$ cat config.mk
export PLATFORM = sky130hd
export DESIGN_NAME = rom_seq_engine
export DESIGN_NICKNAME = d
export VERILOG_FILES = /design/src/rtl/seq_pkg.sv /design/src/rtl/seg7_hex_decoder.sv /design/src/rtl/rom_seq_engine.sv
export SDC_FILE = /design/constraint.sdc
export NUM_CORES = 1
export LEC_CHECK = 0
export BUFFER_PORTS_ARGS = -buffer_cell sky130_fd_sc_hd__buf_2
export CAP_MARGIN = 20
export CELL_PAD_IN_SITES_DETAIL_PLACEMENT = 0
export CELL_PAD_IN_SITES_GLOBAL_PLACEMENT = 1
export CORE_AREA = 2 2 128 130
export DETAILED_ROUTE_END_ITERATION = 10
export DIE_AREA = 0 0 130 132
export HOLD_SLACK_MARGIN = 0.02
export PLACE_DENSITY = 0.82
export SLEW_MARGIN = 5
export SYNTH_ARGS = -nofsm -noshare
export SYNTH_HDL_FRONTEND = slang
export SYNTH_HIERARCHICAL = 1
export SYNTH_SLANG_ARGS = --single-unit
export TNS_END_PERCENT = 30
$ cat constraint.sdc
create_clock -name CLK -period 2.4 [get_ports CLK]
set_input_delay 0.12 -clock CLK [delete_from_list [all_inputs] [get_ports CLK]]
set_output_delay 0.12 -clock CLK [all_outputs]
set_load 0.05 [all_outputs]
$ cat src/rtl/seq_pkg.sv
// Shared constants for the ROM sequencer: active-low seven-segment glyphs
// (dp off) and the table address-width helper.
package seq_pkg;

  localparam logic [7:0] SEG_0     = 8'hC0;
  localparam logic [7:0] SEG_1     = 8'hF9;
  localparam logic [7:0] SEG_2     = 8'hA4;
  localparam logic [7:0] SEG_3     = 8'hB0;
  localparam logic [7:0] SEG_4     = 8'h99;
  localparam logic [7:0] SEG_5     = 8'h92;
  localparam logic [7:0] SEG_6     = 8'h82;
  localparam logic [7:0] SEG_7     = 8'hF8;
  localparam logic [7:0] SEG_8     = 8'h80;
  localparam logic [7:0] SEG_9     = 8'h90;
  localparam logic [7:0] SEG_A     = 8'h88;
  localparam logic [7:0] SEG_B     = 8'h83;
  localparam logic [7:0] SEG_C     = 8'hC6;
  localparam logic [7:0] SEG_D     = 8'hA1;
  localparam logic [7:0] SEG_E     = 8'h86;
  localparam logic [7:0] SEG_F     = 8'h8E;
  localparam logic [7:0] SEG_BLANK = 8'hFF;

  function automatic int addr_w(input int st_w, input int in_w);
    return st_w + in_w;
  endfunction

endpackage

$ cat src/rtl/seg7_hex_decoder.sv
// Registered hex-to-seven-segment decoder; cathodes are active-low, dp held off.
module seg7_hex_decoder
  import seq_pkg::*;
(
  input  logic       clk,
  input  logic [3:0] hex,
  output logic [7:0] seg
);

  always_ff @(posedge clk) begin
    case (hex)
      4'h0:    seg <= SEG_0;
      4'h1:    seg <= SEG_1;
      4'h2:    seg <= SEG_2;
      4'h3:    seg <= SEG_3;
      4'h4:    seg <= SEG_4;
      4'h5:    seg <= SEG_5;
      4'h6:    seg <= SEG_6;
      4'h7:    seg <= SEG_7;
      4'h8:    seg <= SEG_8;
      4'h9:    seg <= SEG_9;
      4'hA:    seg <= SEG_A;
      4'hB:    seg <= SEG_B;
      4'hC:    seg <= SEG_C;
      4'hD:    seg <= SEG_D;
      4'hE:    seg <= SEG_E;
      default: seg <= SEG_F;
    endcase
  end

endmodule

$ cat src/rtl/rom_seq_engine.sv
// Table-driven sequencer: {state, inputs} addresses a writable table giving {Z, next_state}.
// Steps on prescaler ticks, either free-running or once per synchronised button press.
module rom_seq_engine
  import seq_pkg::*;
#(
  parameter int ST_W        = 2,
  parameter int IN_W        = 3,
  parameter int OUT_W       = 3,
  parameter int NUM_STATES  = 3,
  parameter int RESET_STATE = 0,
  parameter int DIV         = 50000000
) (
  input  logic                 CLK,
  input  logic                 RST,
  input  logic [IN_W-1:0]      X,
  input  logic                 PBC,
  input  logic                 MODE,
  input  logic                 WE,
  input  logic [ST_W+IN_W-1:0] WADDR,
  input  logic [OUT_W+ST_W-1:0] WDATA,
  output logic [ST_W-1:0]      STATE,
  output logic [OUT_W-1:0]     Z,
  output logic                 TICK_LED,
  output logic                 ERR,
  output logic [7:0]           SSEG_CA,
  output logic [7:0]           SSEG_AN
);

  localparam int AW = addr_w(ST_W, IN_W);
  localparam int DW = OUT_W + ST_W;
  localparam int PW = $clog2(DIV);

  logic [DW-1:0]   rom [2**AW];
  logic [DW-1:0]   word;
  logic [PW-1:0]   cnt;
  logic            tick;
  logic [IN_W-1:0] x_s1, x_s2;
  logic            pbc_s1, pbc_s2, pbc_s3;
  logic            pbc_edge;
  logic            pending;
  logic            step;
  logic            illegal;
  logic [ST_W-1:0] state_q;
  logic [OUT_W-1:0] z_q;
  logic            err_q;
  logic            tick_led;
  logic [ST_W+3:0] st_ext;
  logic [3:0]      nib;

  // The table image is loaded through WE/WADDR/WDATA; reset leaves it intact.
  always_ff @(posedge CLK) begin
    if (WE) rom[WADDR] <= WDATA;
  end

  assign word = rom[{state_q, x_s2}];

  always_ff @(posedge CLK) begin
    if (RST) begin
      x_s1   <= '0;
      x_s2   <= '0;
      pbc_s1 <= 1'b0;
      pbc_s2 <= 1'b0;
      pbc_s3 <= 1'b0;
    end else begin
      x_s1   <= X;
      x_s2   <= x_s1;
      pbc_s1 <= PBC;
      pbc_s2 <= pbc_s1;
      pbc_s3 <= pbc_s2;
    end
  end

  assign pbc_edge = pbc_s2 & ~pbc_s3;

  always_ff @(posedge CLK) begin
    if (RST || tick) cnt <= '0;
    else             cnt <= cnt + 1'b1;
  end

  assign tick    = (cnt == PW'(DIV - 1));
  assign step    = tick & (MODE | pending);
  assign illegal = (int'(state_q) >= NUM_STATES);

  always_ff @(posedge CLK) begin
    if (RST) begin
      state_q  <= ST_W'(RESET_STATE);
      z_q      <= '0;
      err_q    <= 1'b0;
      tick_led <= 1'b0;
      pending  <= 1'b0;
    end else begin
      if (tick) tick_led <= ~tick_led;
      // A press landing on the consuming tick re-arms pending so it is not lost.
      if (step)          pending <= pbc_edge;
      else if (pbc_edge) pending <= 1'b1;
      if (step) begin
        if (illegal) begin
          state_q <= ST_W'(RESET_STATE);
          z_q     <= '0;
          err_q   <= 1'b1;
        end else begin
          state_q <= word[ST_W-1:0];
          z_q     <= word[DW-1:ST_W];
        end
      end
    end
  end

  assign st_ext = {4'b0000, state_q};
  assign nib    = (st_ext > (ST_W + 4)'(15)) ? 4'hF : st_ext[3:0];

  seg7_hex_decoder u_seg (
    .clk (CLK),
    .hex (nib),
    .seg (SSEG_CA)
  );

  assign STATE    = state_q;
  assign Z        = z_q;
  assign ERR      = err_q;
  assign TICK_LED = tick_led;
  assign SSEG_AN  = 8'hFE;

endmodule
# After elaboration in Yosys (flattened, before gate mapping)
# Memories as Yosys holds them, arrays and structs flattened. A register that Yosys moved wholly into a read port is not among the register bits.
# Cells that the tools add are included.
# totals
ramBits	160
romBits	112
out_inout_bits	23
mem_count	2
elab_cells	33
reg_bits	51
input_bits	18
# memory_table
memory	depth	word_bits	read_ports	rd_ports_with_merged_regs	wr	line_no	rtl
rom	32	5	1	0	1	rom_seq_engine.sv:33	logic [DW-1:0] rom [2**AW];
(no name shown)	16	7	1	1	0	seg7_hex_decoder.sv:11	case (hex)
# classes
add_sub_neg	1
n_eq_ne	1
muxes	7
magnitude_cmp	2
n_bitwise	5
reduce_logical	3
# ops
cell	count
$add A26 B1 Y26 const B	1
$eq A26 B26 Y1 const B	1
$gt A2 B4 Y1 const B	1
$mux W1	4
$mux W4	1
$mux W3	1
$and A1 B1 Y1	2
$ge A2 B2 Y1 const B	1
$mux W2	1
$not A1 Y1	2
$reduce_and A2 Y1	1
$reduce_bool A2 Y1	1
$logic_or A1 B1 Y1	1
$or A1 B1 Y1	1

# Logic depth before layout (Yosys ltp)
# depth
depth_word	4
ltp_mapped	8

# Cells and area by module
# The synthesis kept the hierarchy.
# by_module_without_submodules
mod	cells_per_inst	area_per_inst_um2	instances
rom_seq_engine	462	6565.0	1
seg7_hex_decoder	41	426.7	1

# Worst setup path after synthesis
# OpenSTA, ideal clock, no wires.
# synth_path
path_kind	flip-flop to flip-flop
startpoint	reg cnt[0]
endpoint	reg state_q[0], in the netlist STATE[0]
required_time_ps	2282
stages_incl_launch_ff	8
path_slack_ps	147
arrival_ps	2134
path_buffers	1
cell_sequence	dfxtp_1 > ha_1 > nand4_1 > or4_1 > or4_4 > buf_6 > nor3_1 > nor3_1
# synth_via
elab_chain_len	2
# synth_rtl
element	line_no	rtl
start: declaration	rom_seq_engine.sv:35	logic [PW-1:0] cnt;
start signal: assignment	rom_seq_engine.sv:77	else cnt <= cnt + 1'b1;
$eq A26 B26 Y1	rom_seq_engine.sv:80	assign tick = (cnt == PW'(DIV - 1));
$and A1 B1 Y1	rom_seq_engine.sv:81	assign step = tick & (MODE | pending);
end signal: assignment	rom_seq_engine.sv:86	state_q <= ST_W'(RESET_STATE);
end signal: assignment	rom_seq_engine.sv:98	state_q <= ST_W'(RESET_STATE);
end signal: assignment	rom_seq_engine.sv:102	state_q <= word[ST_W-1:0];
end: declaration	rom_seq_engine.sv:43	logic [ST_W-1:0] state_q;
# Every way passes these cells.
# A chain may end at the register's enable or synchronous reset.

# Final worst setup path
# layout_path
startpoint	reg cnt[9]
endpoint	reg pending
# layout_via
elab_chain_len	3
# layout_rtl
element	line_no	rtl
$eq A26 B26 Y1 (*)	rom_seq_engine.sv:80	
$and A1 B1 Y1 (*)	rom_seq_engine.sv:81	
$mux W1 or $reduce_bool A2 Y1 (tied branches)	n/a	
end signal: assignment	rom_seq_engine.sv:94	if (step) pending <= pbc_edge;
end: declaration	rom_seq_engine.sv:40	logic pending;
# Every way passes the cells marked *; elsewhere a longest branch is shown, timed or not.

==> metrics <==
Setup crit end kind=register; final hold violation count=0; share of cells above drive strength 1=0.183; RSZ-0062 raised after global routing=no; Area Growth Syn to Fin=14.8%; fin crit share=0.947; DP Area=approximately 7400 um^2; Sink Count=170; total wire length=between 10 and 15 mm; hold_ws=0.0888 ns; CTS Buf Count=17; synthesized area per cell=13.9 um^2; GP Congestion=0.800; top-count cell post-synth=edfxtp_1; Yosys cell types=46; total number of vias=3,998; initial antenna violation count=0; Post-synth ARST share=0; Synth top cells by count=edfxtp_1, nor2_1, dfxtp_1; Synth Cell Area=about 7000 um^2; WP data required=2.71 ns; Worst Path Arrival=2.58 ns; Post-Layout Cell Count=779; synth top area cells=edfxtp_1, dfxtp_1, mux2i_1; Remaining DRCs=0; Die H=roughly 130 um; Routed Antenna Nets=0; Max Fclk=0.440 GHz; VDD IR max=0.627 mV; nets=577; CTS clk-pin slew, worst paths=0.06 ns; 1st-pass router iterations=5; maximum root-to-sink buffer count=2; Post-synth EDFFs=120; setup clock skew after layout=0.00623 ns; overflow left after global routing=0; 1st-iter DRT viols=272; Die Width=between 100 and 150 um; # fillers=around 1,300; Top Ports=41; core area=15,700 um^2; Buffers on Ports=31; Total GRT Usage=0.164; CP Launch Type=register; detailed placement HPWL=8.63 mm; post-synth top area share=0.515; setup TNS=0 ns; Worst slew margin=0.520; Synth Register Bits=170; Hold WC Path Type=in2reg; Synth Flop Type=edfxtp_1; Starting Density=0.445; MaxCap Viol Count=0; fin area=8020 um^2; H-tree levels=4; setup violators final=0; row count=46; area leader, netlist=edfxtp_1; synthesized instance count=503; vias in the first global route=a little over 4,000; routed len/inst=~17 um; Leak=around 2.7 nW; Post-Place Cells=roughly 740; Slew Viols, Final=0; Ys Warns=13; root buf cell=clkbuf_16; Crit Path Max Fanout=16; CTS tree=done; crit path time final=2.27 ns; Worst-Margin Slew=0.713 ns; PD cells=770 nW/um^2; Antenna Diode Count=0; die area=17,200 um^2; Seq/Total Area, Yosys=0.659; largest net degree at the start of global routing=25; Vias per Instance=5.13; status=completed; first-pass GRT wire length=roughly 21 mm; clk_lat worst skew=0.42 ns; crit path kind=reg2reg
==> cells in the final DEF (no fill, tap or decap), types with 11 or more instances in the layout <==
cell       netlist  routed
buf_2            2      31
xor2_1          19      19
mux4_2          14      14
nand3_1         23      23
clkbuf_16        0      17
mux2i_1         37      37
a22oi_1         17      17
inv_1           11      11
conb_1           3      14
dfxtp_1         50      49
nor2_1          66      66
nor2b_1         14      14
nand2_1         19      19
edfxtp_1       120     120
==> where the power goes <==
group	internal, mW	switching (mW)
Clock	1.55	1.15
Sequential	3.18	0.0199
Combinational	0.0924	0.188
==> area by class of cell <==
class / instances / area (um^2) / area share
Sequential cell: 170 / 4610 / 0.574
Multi-Input combinational cell: 304 / 2210 / 0.275
Inverter: 11 / 41.3 / 0.00515
Clock inverter: 14 / 159 / 0.0198
Tap cell: 216 / 270 / 0.0337
Timing Repair Buffer: 47 / 314 / 0.0391
Clock buffer: 17 / 425 / 0.0530
==> worst max-delay path, stage by stage, from the launching register on <==
cell and delay (ns):
dfxtp_1 0.31, or4b_1 0.50, or4_1 0.43, or4_4 0.54
nand2b_1 0.12, buf_6 0.18, o2bb2ai_1 0.09
==> logic make-up after synthesis <==
logic type | Yosys count | synth area share
flip-flops | 170 | 0.659
AND/OR/NAND/NOR | 165 | 0.117
multiplexers | 53 | 0.103
buffers and inverters | 40 | 0.0326
AO/OA/AOI/OAI | 39 | 0.0412
XOR/XNOR | 25 | 0.0313
adder cells (fa/ha/maj) | 8 | 0.0143
other | 3 | 0.00161
==> through the flow <==
stage	worst slack (ns)	utilization	total power [mW]
6_report	0.127	0.511	6.18
4_1_cts	0.0690	0.510	6.24
2_1_floorplan	0.147	-	3.46
5_1_grt	0.00897	0.511	6.39
3_3_place_gp	0.122	0.470	3.53
3_5_place_dp	0.0847	0.470	3.54
==> layer usage <==
metal	vias up	GRT usage	wire (um)	part of all wire
met5	-	0	0	0
met4	0	0.0478	129	0.0099
met3	11	0.0463	804	0.062
met2	134	0.261	6360	0.49
met1	1933	0.219	5750	0.44
li1	1920	-	-	-
==> worst paths after layout <==
path,startpoint,to,slack [ns],cells after the start
setup / recovery,cnt[9],pending,0.13,6
setup reg to reg,cnt[9],pending,0.13,6
hold reg to reg,cnt[0],cnt[0],0.45,1
hold / removal,RST,cnt[6],0.09,2
==> state kept, by name (all words and copies together), names as in the netlist <==
| register | flops |
|---|---|
| Z | 3 |
| TICK_LED | 1 |
| pending | 1 |
| u_seg/seg | 7 |
| pbc_s1 | 1 |
| pbc_s2 | 1 |
| STATE | 2 |
| cnt | 26 |
| x_s1 | 3 |
| rom | 120 |
| pbc_s3 | 1 |
| ERR | 1 |
| x_s2 | 3 |
==> what timing repair did <==
action,CTS,global route
hold buffers,4,0
endpoints found under the hold margin,4,0
setup buffers,0,0
endpoints found under the setup margin,0,17
resized for setup,0,3
(Power assumes the default switching activity.)
